--- src/rtl/alu_share_pkg.sv ---
// rtl/alu_share_pkg.sv - shared types and constants for the alu_share_arb block
//
// Contents:
//   ALU_OP_00..ALU_OP_11 : 2-bit opcodes understood by the shared ALU
//                          00 add, 01 subtract (a - b), 10 bitwise and, 11 bitwise xor
//   FLG_*                : bit positions inside the 5-bit flag vector
//                          {parity, overflow, greater, is_eq, less}
//   state_t              : sequencer states IDLE / EXEC / RESP
package alu_share_pkg;

    localparam logic [1:0] ALU_OP_00 = 2'b00;
    localparam logic [1:0] ALU_OP_01 = 2'b01;
    localparam logic [1:0] ALU_OP_10 = 2'b10;
    localparam logic [1:0] ALU_OP_11 = 2'b11;

    localparam int FLG_PARITY = 4;
    localparam int FLG_OVF    = 3;
    localparam int FLG_GT     = 2;
    localparam int FLG_EQ     = 1;
    localparam int FLG_LT     = 0;
    localparam int FLG_W      = 5;

    typedef enum logic [1:0] {
        IDLE = 2'd0,
        EXEC = 2'd1,
        RESP = 2'd2
    } state_t;

endpackage

--- src/rtl/alu_share_alu.sv ---
// rtl/alu_share_alu.sv - combinational 8-bit ALU shared by all requesters
//
// Ports:
//   a, b  in  8 : operands
//   op    in  2 : opcode (ALU_OP_* in alu_share_pkg)
//   y     out 8 : result
//   flags out 5 : {parity, overflow, greater, is_eq, less}
//                 parity   = XOR of all bits of y
//                 overflow = signed overflow for add/sub, 0 for logic ops
//                 greater/is_eq/less = unsigned compare of a against b
module alu_share_alu
    import alu_share_pkg::*;
(
    input  logic [7:0]       a,
    input  logic [7:0]       b,
    input  logic [1:0]       op,
    output logic [7:0]       y,
    output logic [FLG_W-1:0] flags
);

    logic ovf;

    always_comb begin
        y   = 8'h00;
        ovf = 1'b0;
        case (op)
            ALU_OP_00: begin
                y   = a + b;
                // operands of equal sign producing a result of the other sign
                ovf = (a[7] == b[7]) && (y[7] != a[7]);
            end
            ALU_OP_01: begin
                y   = a - b;
                ovf = (a[7] != b[7]) && (y[7] != a[7]);
            end
            ALU_OP_10: y = a & b;
            ALU_OP_11: y = a ^ b;
            default: ;
        endcase

        flags             = '0;
        flags[FLG_PARITY] = ^y;
        flags[FLG_OVF]    = ovf;
        flags[FLG_GT]     = a > b;
        flags[FLG_EQ]     = a == b;
        flags[FLG_LT]     = a < b;
    end

endmodule

--- src/rtl/rr_arb.sv ---
// rtl/rr_arb.sv - combinational round-robin arbiter
//
// Ports:
//   req     in  N : request vector
//   last    in  W : index of the most recent grantee; search starts at last+1
//   gnt     out N : one-hot grant (all zero when no request)
//   gnt_idx out W : encoded grant index (0 when no request)
module rr_arb #(
    parameter int N = 4,
    parameter int W = $clog2(N)
) (
    input  logic [N-1:0] req,
    input  logic [W-1:0] last,
    output logic [N-1:0] gnt,
    output logic [W-1:0] gnt_idx
);

    int           cand;
    logic [W-1:0] cand_idx;
    logic         found;

    // Walk last+1 .. last+N modulo N; the first set request wins.
    // Offset N wraps back to last itself, so a lone requester is always
    // re-granted with no fairness gap.
    always_comb begin
        gnt      = '0;
        gnt_idx  = '0;
        found    = 1'b0;
        cand     = 0;
        cand_idx = '0;
        for (int i = 1; i <= N; i++) begin
            cand = int'(last) + i;
            if (cand >= N) begin
                cand = cand - N;
            end
            cand_idx = W'(cand);
            if (!found && req[cand_idx]) begin
                found         = 1'b1;
                gnt[cand_idx] = 1'b1;
                gnt_idx       = cand_idx;
            end
        end
    end

endmodule

--- src/rtl/alu_share_arb.sv ---
// rtl/alu_share_arb.sv - round-robin sequencer sharing one ALU among N_REQ requesters
//
// Ports:
//   clk, rst_n             : clock, synchronous active-low reset
//   req_valid/req_ready    : per-requester handshake (ready only on the grantee)
//   req_a, req_b, req_op   : packed operands, requester i at [8i+7:8i] / [2i+1:2i]
//   rsp_valid/rsp_ready    : single response channel handshake
//   rsp_id, rsp_y, rsp_flags : registered tag, result and flags
//   op_count               : completed responses, wraps at 16 bits
module alu_share_arb
    import alu_share_pkg::*;
#(
    parameter int N_REQ = 4,
    parameter int ID_W  = $clog2(N_REQ)
) (
    input  logic               clk,
    input  logic               rst_n,
    input  logic [N_REQ-1:0]   req_valid,
    output logic [N_REQ-1:0]   req_ready,
    input  logic [8*N_REQ-1:0] req_a,
    input  logic [8*N_REQ-1:0] req_b,
    input  logic [2*N_REQ-1:0] req_op,
    output logic               rsp_valid,
    input  logic               rsp_ready,
    output logic [ID_W-1:0]    rsp_id,
    output logic [7:0]         rsp_y,
    output logic [FLG_W-1:0]   rsp_flags,
    output logic [15:0]        op_count
);

    state_t           state_q;
    state_t           state_d;
    logic [ID_W-1:0]  last_q;

    logic [N_REQ-1:0] gnt;
    logic [ID_W-1:0]  gnt_idx;
    logic             any_req;
    logic             grant_en;
    logic             grant_fire;
    logic             rsp_fire;

    logic [7:0]       sel_a;
    logic [7:0]       sel_b;
    logic [1:0]       sel_op;

    logic [7:0]       op_a_q;
    logic [7:0]       op_b_q;
    logic [1:0]       op_op_q;
    logic [ID_W-1:0]  op_id_q;

    logic [7:0]       alu_y;
    logic [FLG_W-1:0] alu_flags;
    logic [15:0]      cnt_q;

    assign any_req  = |req_valid;
    assign op_count = cnt_q;

    rr_arb #(
        .N (N_REQ),
        .W (ID_W)
    ) u_rr_arb (
        .req     (req_valid),
        .last    (last_q),
        .gnt     (gnt),
        .gnt_idx (gnt_idx)
    );

    // The ALU only ever sees the operand register, so rsp_* never has a
    // combinational path back to the request ports.
    alu_share_alu u_alu (
        .a     (op_a_q),
        .b     (op_b_q),
        .op    (op_op_q),
        .y     (alu_y),
        .flags (alu_flags)
    );

    // State register
    always_ff @(posedge clk) begin
        if (!rst_n) begin
            state_q <= IDLE;
        end else begin
            state_q <= state_d;
        end
    end

    // Next-state logic
    always_comb begin
        state_d = state_q;
        case (state_q)
            IDLE: begin
                if (any_req) begin
                    state_d = EXEC;
                end
            end
            EXEC: state_d = RESP;
            RESP: begin
                if (rsp_ready) begin
                    state_d = any_req ? EXEC : IDLE;
                end
            end
            default: state_d = IDLE;
        endcase
    end

    // Output logic: a grant may fire from IDLE, or from RESP in the same
    // cycle the response is taken (back-to-back issue).
    always_comb begin
        grant_en   = (state_q == IDLE) || ((state_q == RESP) && rsp_ready);
        req_ready  = grant_en ? gnt : '0;
        grant_fire = grant_en && any_req;
        rsp_fire   = (state_q == RESP) && rsp_ready;
    end

    // One-hot operand select from the packed request buses
    always_comb begin
        sel_a  = 8'h00;
        sel_b  = 8'h00;
        sel_op = 2'b00;
        for (int i = 0; i < N_REQ; i++) begin
            if (gnt[i]) begin
                sel_a  = req_a[8*i +: 8];
                sel_b  = req_b[8*i +: 8];
                sel_op = req_op[2*i +: 2];
            end
        end
    end

    // Operand register and round-robin pointer, updated on grant fire only
    always_ff @(posedge clk) begin
        if (!rst_n) begin
            op_a_q  <= 8'h00;
            op_b_q  <= 8'h00;
            op_op_q <= 2'b00;
            op_id_q <= '0;
            last_q  <= ID_W'(N_REQ - 1);
        end else if (grant_fire) begin
            op_a_q  <= sel_a;
            op_b_q  <= sel_b;
            op_op_q <= sel_op;
            op_id_q <= gnt_idx;
            last_q  <= gnt_idx;
        end
    end

    // Result register and completion counter
    always_ff @(posedge clk) begin
        if (!rst_n) begin
            rsp_valid <= 1'b0;
            rsp_id    <= '0;
            rsp_y     <= 8'h00;
            rsp_flags <= '0;
            cnt_q     <= 16'h0000;
        end else begin
            rsp_valid <= (state_d == RESP);
            if (state_q == EXEC) begin
                rsp_y     <= alu_y;
                rsp_flags <= alu_flags;
                rsp_id    <= op_id_q;
            end
            if (rsp_fire) begin
                cnt_q <= cnt_q + 16'd1;
            end
        end
    end

endmodule

--- config.mk ---
export PLATFORM = sky130hd
export DESIGN_NAME = alu_share_arb
export DESIGN_NICKNAME = d
export VERILOG_FILES = /design/src/rtl/alu_share_pkg.sv /design/src/rtl/alu_share_alu.sv /design/src/rtl/rr_arb.sv /design/src/rtl/alu_share_arb.sv
export SDC_FILE = /design/constraint.sdc
export NUM_CORES = 1
export LEC_CHECK = 0
export ABC_AREA = 1
export CAP_MARGIN = 10
export CORE_UTILIZATION = 64
export CTS_BUF_LIST = sky130_fd_sc_hd__clkbuf_4 sky130_fd_sc_hd__clkbuf_8
export CTS_CLUSTER_DIAMETER = 100
export DETAILED_ROUTE_END_ITERATION = 8
export DONT_BUFFER_PORTS = 1
export GPL_TIMING_DRIVEN = 0
export PLACE_DENSITY = 0.82
export SYNTH_ARGS = -nofsm -noshare
export SYNTH_HDL_FRONTEND = slang
export SYNTH_SLANG_ARGS = --single-unit
--- constraint.sdc ---
create_clock -name clk -period 3.15 [get_ports clk]
set_clock_uncertainty 0.2 [all_clocks]
set_input_delay 0.4725 -clock clk [delete_from_list [all_inputs] [get_ports clk]]
set_output_delay 0.4725 -clock clk [all_outputs]
set_load 0.02 [all_outputs]
# --- Word-level counts from Yosys, hierarchy flattened ---
# Cells that the tools add are included.
totals:
  regBits: 56
  input_bits: 79
  output_inout_bits: 36
  word_cells: 121
op_classes:
  add_sub_neg: 11
  order_cmp: 14
  n_eq_ne: 11
  muxes: 50
  bitwise: 5
  n_reduce_logical: 19
ops:
  columns: ["cell", "count"]
  rows:
  - ["$mux 8", 8]
  - ["$pmux 8 s4", 1]
  - ["$mux 2", 14]
  - ["$mux 4", 5]
  - ["$add 16x1->16 const B", 1]
  - ["$lt 2x3->1 const B", 4]
  - ["$mux 1", 12]
  - ["$or 4x4->4", 3]
  - ["$logic_and 1x1->1", 11]
  - ["$ge 3x3->1 const B", 3]
  - ["$add 8x8->8", 1]
  - ["$and 8x8->8", 1]
  - ["$bmux 1 s2", 4]
  - ["$demux 1 s2", 4]
  - ["$eq 2x2->1 const B", 4]
  - ["$eq 8x8->1", 1]
  - ["$ge 2x1->1 const B", 4]
  - ["$gt 8x8->1", 1]
  - ["$lt 8x8->1", 1]
  - ["$reduce_xor 8->1", 1]
  - ["$sub 2x1->2 const B", 4]
  - ["$sub 8x8->8", 1]
  - ["$xor 8x8->8", 1]
  - ["$add 2x2->3 const B", 2]
  - ["other kinds (12)", 18]

# --- Depth between registers and ports, before layout ---
# Gate-level depths: netlist of run 1.
logic_depth:
  ltp_word: 19
  ltp_mapped: 21
  ltp_nobuf: 20

# --- Cells and area by module ---
# From an unflattened synthesis of run 1, not the netlist that was laid out.
unflattened:
  hier_cells: 704
  hier_area_um2: 4518.1
by_module_without_submodules:
  columns: ["mod", "instances", "cells_per_inst", "area_per_inst_um2", "seq_area_each_um2"]
  rows:
  - ["alu_share_arb", 1, 379, 2706.3, 1121.1]
  - ["alu_share_alu", 1, 250, 1337.5, 0.0]
  - ["rr_arb", 1, 75, 474.2, 0.0]

# --- Worst setup path after synthesis of run 1 ---
# Ideal clock, no wire load.
synth_path:
  path_type: "reg2out"
  startpoint: "register last_q[0]"
  endpoint: "output req_ready[3]"
  arrival_time_ns: 2.173
  required_time_ns: 2.477
  path_slack_ns: 0.304
  path_stages_with_launch: 14
  n_path_buf: 1
  cell_sequence: "dfxtp_1 inv_2 ha_1 inv_1 nand2_1 nand2_4 inv_2 nand2_4 nor2_4 nand3_2 nand3_2 buf_2 nand2_1 inv_1"
synth_via:
  elab_chain_cells: 16
  elab_cells_between_ends: 61
  classes_between: "add/sub (8); order compare (12); mux (28); bitwise (3); reduce/logical (10)"
synth_rtl:
  columns: ["element", "line_no", "rtl"]
  rows:
  - ["start: declaration", "alu_share_arb.sv:33", "logic [ID_W-1:0] last_q;"]
  - ["start signal: assignment", "alu_share_arb.sv:136", "last_q <= ID_W'(N_REQ - 1);"]
  - ["start signal: assignment", "alu_share_arb.sv:142", "last_q <= gnt_idx;"]
  - ["branches (longest 14 deep; another with $add 2x1->3)", null, null]
  - ["$mux 4 (*)", "rr_arb.sv:37", "if (!found && req[cand_idx]) begin"]
  - ["$mux 4 (*)", "alu_share_arb.sv:110", "req_ready = grant_en ? gnt : '0;"]
  - ["end: declaration", "alu_share_arb.sv:19", "output logic [N_REQ-1:0] req_ready,"]
# Mark *: on every way between the ends. The select of a mux whose other input is x is not followed.

# --- Final worst setup path of run 1 ---
layout_path:
  startpoint: "register last_q[1]"
  endpoint: "output req_ready[0]"
# The elaborated chain is that of the path after synthesis.

==> impl.org, run 1 <==
** Status
- The run finished with clean final reports.

** Placement
- Worst setup timing slack at the placement stage :: -0.0245 ns
- During placement, the flow inserted port buffers numbering 0.
- Placed wire-length estimate after detailed placement :: 9.07 mm
- Global placer's final weighted congestion :: 0.976
- The number of placed instances, taps included, is 824.

** Worst setup path
- The critical path is of the reg -> out type.
- STA classifies the critical path startpoint as a register.
- Setup slack of the worst register-to-register path :: 0.31 ns
- Of all nets on the critical path, the largest fanout is 10.
- For the worst setup path, the data arrival time is 2.41 ns.
- For the worst setup path, the data required time is roughly 2.5 ns.
- Crit end category :: output pin
- The worst register-to-register path has a depth of 17.
- Worst reg2reg path startpoint :: op_b_q[3]
- Worst R2R End :: rsp_flags[4]

** STA
- Setup violations remaining at the end of the flow were counted as 0.
- Slew at the pin closest to its max-slew limit :: 0.644 ns
- Max Fclk :: 324 MHz
- Shortest clock period the worst path allows after layout :: 3.08 ns
- In this run the tightest slew margin relative to its limit is 56.6%.
- Number of hold violations in the final report :: 0
- In the finished design, the share of the clock period the worst path needs comes to a little under 100%.
- The number of max-slew violations in the final report was 0.
- Worst setup slack after layout :: 0.0665 ns

** Die
- In this run the horizontal extent of the chip is 86.5 µm.
- Measured along the y axis, the die boundary spans 86.5 µm.
- Total I/O pin count :: 115
- Cell row count :: 30
- Area inside the core boundary :: 6830 µm²
- For this configuration, the core starts out at a cell density of 66.9%.
- Floorplan die area :: 7490 µm²

** Pwr
- Leakage power of the design :: 2.39 nW
- The completed layout was analyzed and its total power is 5.64 mW.
- Maximum resistive drop on vdd :: 0.00103 V
- Dividing total power by cell area gives a power density of 1160 nW/µm².

** CTS
- TritonCTS built the clock tree.
- Clock sinks :: 56
- Clock slew seen by the registers of the worst setup and hold paths :: 0.11 ns
- Total CTS buffers :: 5
- Clock latency on the worst-skew pair, taken at its later pin, is 0.31 ns.
- Counting along the longest clock path gives a buffer depth of 2.
- Clk Tree Root Cell :: sky130_fd_sc_hd__clkbuf_8
- The H-tree generated during clock tree synthesis spans 2 levels.

** Drt
- Detailed routing inserted a total of between 4,000 and 5,000 vias.
- Final wirelength :: 11.5 mm
- Antenna-violating nets left :: 0
- Residual DRC :: 0
- Average routed wire per standard cell :: 13.8 µm
- The first detailed-routing pass took 5 iterations.
- Violation count after the first detailed-route iteration :: 191
- After detailed routing, the number of vias per cell comes to roughly 5.5.

** Min path
- The worst hold path begins at req_b[31].
- The min-delay analysis places its worst path in the category in -> reg.
- Counting instances, the worst hold path has a depth of 4.
- The worst hold path terminates at op_b_q[7].

** GRT
- The first global-routing pass estimated 18.2 mm of wire.
- The number of global-route vias before repair was 4,111.
- The initial antenna violation count is 0.
- Maximum number of pins on one net before global-route repair :: 20
- Across every metal layer, demand over resource in global routing totals 30.3%.
- Summed over all layers, the global routing overflow is 0.

** Logic synthesis
- Top cells by area in the synthesized netlist :: sky130_fd_sc_hd__dfxtp_1 (25%), sky130_fd_sc_hd__nand2_1 (18%), sky130_fd_sc_hd__inv_1 (9.1%)
- Synthesis Warnings :: 0
- Cell area after technology mapping :: 4570 µm²
- Main flop type after synthesis :: sky130_fd_sc_hd__dfxtp_1
- Fraction of the yosys area taken by sequential cells :: 24.5%
- When the netlist entered floorplanning its net count stood at ~830.
- The synthesized design contains 56 register bits.
- Synthesis instantiated 46 different standard cells from the library.
- Gate count after technology mapping :: 728
- The average instance in the mapped netlist occupies 6.28 µm².
- The largest total area in the synthesized netlist belongs to sky130_fd_sc_hd__dfxtp_1.
- Fraction of post-synthesis cell area in the top cell type by area :: 24.5%
- Number of flops mapped to enable cells by yosys :: 0
- Fraction of registers with async set or reset after synthesis :: 0%

** Cells and area
- The repair_antennas step left the layout with diodes totalling 0.
- Final instance count without filler cells :: 838
- For this run, the post-layout net count is ~850.
- Of the cells placed in the final design, the portion with a size suffix greater than 1 is 12.8%.
- Relative to the synthesized area, the layout overhead comes to 6.57%.
- After filler insertion, the fill cell instance count of the layout stands at 614.

** Run
- Max-cap violations in this run came to 0.
==> flip-flops by register name (all words and copies together) (netlist names) <==
| signal | flops |
|---|---|
| state_q | 2 |
| rsp_y | 8 |
| op_a_q | 8 |
| op_op_q | 2 |
| last_q | 2 |
| rsp_valid | 1 |
| op_id_q | 2 |
| op_b_q | 8 |
| rsp_flags | 5 |
| rsp_id | 2 |
| op_count | 16 |
==> how the worst max path moves through the flow <==
stage | end | startpoint
floorplan | req_ready[3] | last_q[0]
global placement | req_ready[3] | last_q[0]
finish | req_ready[0] | last_q[1]
CTS | req_ready[2] | last_q[1]
global route | req_ready[0] | last_q[1]
detailed placement | req_ready[3] | last_q[0]
==> placed cells by master (no fill, tap or decap), types with 14 or more instances in the layout <==
cell type and count:
sky130_fd_sc_hd__a21oi_2 26, sky130_fd_sc_hd__ha_1 24, sky130_fd_sc_hd__nor2_1 41, sky130_fd_sc_hd__a21oi_1 76, sky130_fd_sc_hd__clkbuf_1 14, sky130_fd_sc_hd__dfxtp_1 54
sky130_fd_sc_hd__nand2_1 216, sky130_fd_sc_hd__o21ai_0 29, sky130_fd_sc_hd__nand3_1 36, sky130_fd_sc_hd__inv_1 107
==> cells in the mapped netlist (11+ instances only) <==
master                     count
sky130_fd_sc_hd__inv_1       111
sky130_fd_sc_hd__a21oi_1      76
sky130_fd_sc_hd__a21oi_2      26
sky130_fd_sc_hd__clkbuf_1     15
sky130_fd_sc_hd__nand2_1     216
sky130_fd_sc_hd__nand2_2      11
sky130_fd_sc_hd__dfxtp_1      56
sky130_fd_sc_hd__ha_1         25
sky130_fd_sc_hd__nand3_1      37
sky130_fd_sc_hd__o21ai_0      29
sky130_fd_sc_hd__nor2_1       41
==> kinds of logic after synthesis <==
kind of cell / Yosys count / synth area share [%]
simple gates: 339 / 32.7
flops: 56 / 24.5
fa+ha+maj: 27 / 7.72
compound gates: 160 / 21.2
buf+inv: 142 / 13.1
xor+xnor: 4 / 0.766
==> report_power, final <==
part	total (mW)	internal (mW)	switching [mW]
combinational	4.19	1.55	2.64
sequential	1.05	0.855	0.192
clock	0.409	0.160	0.249
total	5.64	2.56	3.08
==> through the flow <==
stage               hold WS [ns]  utilization, %  instance area [µm²]  setup TNS (ns)
floorplan                  0.246               -                 4570               0
global placement           0.266            68.7                 4690               0
detailed placement         0.265            68.7                 4690         -0.0245
CTS                        0.199            70.4                 4810               0
global route               0.200            71.3                 4870         -0.0561
finish                     0.203            71.3                 4870               0
==> layout make-up <==
| class | count | area (µm²) | area share [%] |
|---|---|---|---|
| multi-input cells | 530 | 2880 | 59.2 |
| flip-flops and latches | 56 | 1130 | 23.2 |
| inverters | 115 | 435 | 8.93 |
| plain buffers | 24 | 146 | 3.00 |
| well taps | 96 | 120 | 2.46 |
| clock buffers | 5 | 68.8 | 1.41 |
| repair buffers | 9 | 67.6 | 1.39 |
| clock inverters | 3 | 22.5 | 0.462 |
==> routing by layer <==
metal / global-route usage, % / up-vias / routed length (µm)
li1: - / 2349 / -
met1: 37.6 / 2026 / 4880
met2: 52.9 / 180 / 5670
met3: 4.48 / 29 / 663
met4: 12.0 / 0 / 333
met5: 0 / - / 0
==> worst max-delay path, cell delays in order (launching register included) <==
cell	delay, ns
sky130_fd_sc_hd__dfxtp_4	0.42
sky130_fd_sc_hd__clkinvlp_4	0.14
sky130_fd_sc_hd__ha_4	0.31
sky130_fd_sc_hd__inv_1	0.06
sky130_fd_sc_hd__nand2_1	0.10
sky130_fd_sc_hd__nand2_4	0.10
sky130_fd_sc_hd__inv_2	0.08
sky130_fd_sc_hd__nand2_4	0.06
sky130_fd_sc_hd__nor2_4	0.20
sky130_fd_sc_hd__nand3_2	0.11
sky130_fd_sc_hd__nand3_4	0.15
sky130_fd_sc_hd__buf_12	0.15
sky130_fd_sc_hd__nand2_1	0.06
sky130_fd_sc_hd__inv_2	0.12
==> repair_timing <==
| item | 4_1_cts | 5_1_grt |
|---|---|---|
| hold buffers | 0 | 0 |
| setup endpoints to repair | 4 | 5 |
| resized for setup | 7 | 5 |
| pin swaps | 1 | 1 |
| setup buffers | 1 | 8 |
(Power assumes the default switching activity.)
==> run 2, diff against run 1 <==
--- a/config.mk
+++ b/config.mk
@@ -6,13 +6,13 @@
 export NUM_CORES = 1
 export LEC_CHECK = 0
 export ABC_AREA = 1
-export CAP_MARGIN = 10
 export CORE_UTILIZATION = 64
 export CTS_BUF_LIST = sky130_fd_sc_hd__clkbuf_4 sky130_fd_sc_hd__clkbuf_8
 export CTS_CLUSTER_DIAMETER = 100
 export DETAILED_ROUTE_END_ITERATION = 8
 export DONT_BUFFER_PORTS = 1
 export GPL_TIMING_DRIVEN = 0
+export HOLD_SLACK_MARGIN = 0.06
 export PLACE_DENSITY = 0.82
 export SYNTH_ARGS = -nofsm -noshare
 export SYNTH_HDL_FRONTEND = slang
==> results of run 2 <==
Final layout, timing and power as in run 1 (identical DEF).
==> run 3, diff against run 2 <==
--- a/config.mk
+++ b/config.mk
@@ -14,6 +14,7 @@
 export GPL_TIMING_DRIVEN = 0
 export HOLD_SLACK_MARGIN = 0.06
 export PLACE_DENSITY = 0.82
+export REMOVE_ABC_BUFFERS = 1
 export SYNTH_ARGS = -nofsm -noshare
 export SYNTH_HDL_FRONTEND = slang
 export SYNTH_SLANG_ARGS = --single-unit
==> impl.org, run 3 (synthesis gave the netlist of run 1 again) <==
** Status
- The run finished with clean final reports.

** Cells and area
- From synthesis to final layout, the design area changed by 4.73%.
- Largest register FFs :: 16 (unchanged)
- The final-stage net count is 827 (-2.4%).
- In the layout the commonest cells are sky130_fd_sc_hd__nand2_1 (216), sky130_fd_sc_hd__inv_1 (109), sky130_fd_sc_hd__a21oi_1 (76), sky130_fd_sc_hd__dfxtp_1 (54), sky130_fd_sc_hd__nor2_1 (41).
- Total inserted antenna cells :: 0 (unchanged)
- The fraction of layout cells with a size suffix above 1 came to 12.2% (-0.61 points).
- The non-filler instance count after layout is 818 (-2.4%).
- Final core utilization :: 70.1% (-1.2 points)
- The library cell used most frequently in the layout, excluding fill and tap cells, is sky130_fd_sc_hd__nand2_1.

** GRT
- Via count of the first global-routing pass :: 3,934 (-4.3%)
- The pin count of the biggest net entering global routing is 40 (+100%).
- Final global-route overflow total :: 0 (unchanged)
- The overall track demand over capacity in global routing is 29.4% (-0.91 points).
- The initial antenna violation count is 0 (unchanged).
- The first-pass GRT wire length was 17.7 mm (-2.6%).

** Worst setup path
- The worst setup path is of the reg -> out kind.
- The worst setup path is launched from a register.
- The worst register-to-register path ends at op_b_q[7].
- The cell family contributing the most delay on the critical path is simple AND/OR/NAND/NOR gates.
- Cell breakdown of the critical path :: clkinvlp_4, ha_4, inv_1, nand2_1, nand2_4, inv_2, nand2_4, nor2_4, nand3_2, nand3_4, nand2_1, inv_1
- The worst setup path is captured at an output pin.
- The highest fanout seen on the critical path was 10 (unchanged).
- Worst reg2reg path startpoint :: last_q[1]
- End point of the critical path :: req_ready[3]
- Buffering stage count on the worst path with inverters included :: 4 (-1)
- The slowest stage of the critical path is the sky130_fd_sc_hd__dfxtp_4 cell.
- Cell depth of the worst flop-to-flop path :: 15 (-2)
- Setup slack of the worst register-to-register path :: 0.25 ns (-0.06 ns)
- CP required :: 2.48 ns (about the same)
- The critical path starts at last_q[1].
- The count of cell instances traversed by the critical path is 12 (-1).
- The worst stage delay on the critical path was 0.44 ns (+0.02 ns).
- Arrival time at the worst endpoint :: 2.38 ns (-0.03 ns)

** Die
- The number of placement rows came to 30 (unchanged).
- The die extent in y was 86.5 µm (unchanged).
- Area inside the core boundary :: 6830 µm² (unchanged)
- The number of placed I/O pins was 115 (unchanged).
- The area enclosed by the die boundary was 7490 µm² (unchanged).
- The floorplan die width came to 86.5 µm (unchanged).
- Starting density of the core :: 66.9% (unchanged)

** Drt
- The number of antenna-violating nets in the routed design was 0 (unchanged).
- The first-pass detailed-route iteration total came to 5 (unchanged).
- The via count of the routed design is 4,508 (-1.7%).
- Violation count after the first detailed-route iteration :: 265 (+39%)
- The number of remaining DRC errors was 0 (unchanged).
- The total wire length after detailed routing was 11.0 mm (-4.7%).
- Vias/cell :: 5.51 (+0.75%)
- The routed length per instance is 13.4 µm (-2.4%).

** CTS
- The H-tree depth came to 2 (unchanged).
- Clock sinks :: 56 (unchanged)
- Clock tree from TritonCTS :: done
- The clock latency at the later pin of the worst-skew pair came to 0.32 ns (about the same).
- The clock-pin transition on the worst setup and hold timing paths is 0.11 ns (about the same).
- Clk Tree Root Cell :: sky130_fd_sc_hd__clkbuf_8
- The CTS buffer count came to 5 (unchanged).
- Max Buffers Root-to-Sink :: 2 (unchanged)

** Placement
- The count of buffers inserted at the top-level ports is 0 (unchanged).
- Cell count after placement :: 797 (-3.3%)
- Global placer's final weighted congestion :: 0.920 (-5.7%)
- The half-perimeter wire length after detailed placement was 7.74 mm (-15%).

** STA
- Slew at the pin closest to its max-slew limit :: 1.29 ns (+0.646 ns)
- The total negative slack was 0 ns (unchanged).
- The count of final hold-check violations was 0 (unchanged).
- The fraction of the cycle the final worst path needs is 96.8% (-1.1 points).
- The number of max-slew violations in the final report was 0 (unchanged).
- The shortest period the worst path allows came to 3.05 ns (-0.0346 ns).
- The worst hold slack is 0.0829 ns (-0.120 ns).
- The worst slew slack as a fraction of its limit came to 13.7% (-43 points).
- Setup violations, final :: 0 (unchanged)
- The peak clock frequency supported by timing was 328 MHz (+1.1%).

** Run
- The max-capacitance violation count is 0 (unchanged).

** Pwr
- The power density over cell area is 1160 nW/µm² (about the same).
- Leakage power of the design :: 2.36 nW (-1.2%)
- The overall power is 5.54 mW (-1.8%).
- Maximum resistive drop on vdd :: 0.00103 V (-0.48%)

** Min path
- Classification of the worst-slack hold path :: in -> reg
[run 3: worst register-to-register path, stage by stage, from the launching register on]
cell and delay, ns:
sky130_fd_sc_hd__dfxtp_4 0.44, sky130_fd_sc_hd__clkinvlp_4 0.17, sky130_fd_sc_hd__ha_4 0.26, sky130_fd_sc_hd__inv_1 0.10, sky130_fd_sc_hd__nand2_1 0.10, sky130_fd_sc_hd__nand2_4 0.14, sky130_fd_sc_hd__nor2_4 0.09, sky130_fd_sc_hd__a21boi_2 0.31
sky130_fd_sc_hd__nand3_4 0.13, sky130_fd_sc_hd__buf_4 0.19, sky130_fd_sc_hd__inv_2 0.25, sky130_fd_sc_hd__nand2_1 0.10, sky130_fd_sc_hd__nand2_1 0.07, sky130_fd_sc_hd__nand2_1 0.07, sky130_fd_sc_hd__nand2_1 0.10, sky130_fd_sc_hd__a21oi_2 0.06
[run 3: metal layers]
layer	part of all wire [%]	global-route usage (%)	wire length (µm)
met1	45	38.0	4970
met3	5.5	4.19	600
met5	0	0	0
met4	1.0	6.97	112
met2	48	51.7	5310
[run 3: area by class of cell]
type / count / area, µm²
sequential: 56 / 1130
clock inverter: 3 / 26.3
timing repair buffer: 10 / 80.1
tap: 96 / 120
inverter: 115 / 435
fill: 617 / 2040
clock buffer: 5 / 68.8
multi-input combinational: 533 / 2930
[run 3: what timing repair did]
action                                 CTS  global route
setup endpoints to repair               22             4
hold buffers                             1             1
gates cloned                             3             0
pin swaps                                3             1
setup buffers                            3             5
gates resized for setup                 10             3
endpoints found under the hold margin    3             4
[run 3: worst min-delay path by stage]
stage / startpoint / to / slack, ns / cells past startpoint
after floorplan: op_id_q[0] / op_id_q[0] / 0.25 / 2
after global placement: op_id_q[0] / op_id_q[0] / 0.26 / 2
after detailed placement: op_id_q[1] / op_id_q[1] / 0.26 / 2
after CTS: rst_n / op_count[10] / 0.06 / 2
after global routing: rst_n / rsp_id[1] / 0.06 / 2
final: rst_n / op_count[8] / 0.08 / 2
[run 3: through the flow]
| stage | setup slack [ns] | cell area (µm²) |
|---|---|---|
| 3_3_place_gp | -0.169 | 4530 |
| 6_report | 0.101 | 4790 |
| 4_1_cts | 0.00147 | 4730 |
| 2_1_floorplan | 0.243 | 4410 |
| 3_5_place_dp | -0.241 | 4530 |
| 5_1_grt | -0.0362 | 4790 |
[run 3: power by group]
part | leakage, nW | internal, mW | switching [mW]
logic | 1.86 | 1.42 | 2.66
clock network | 0.0423 | 0.162 | 0.257
registers | 0.459 | 0.855 | 0.191
total | 2.36 | 2.44 | 3.11
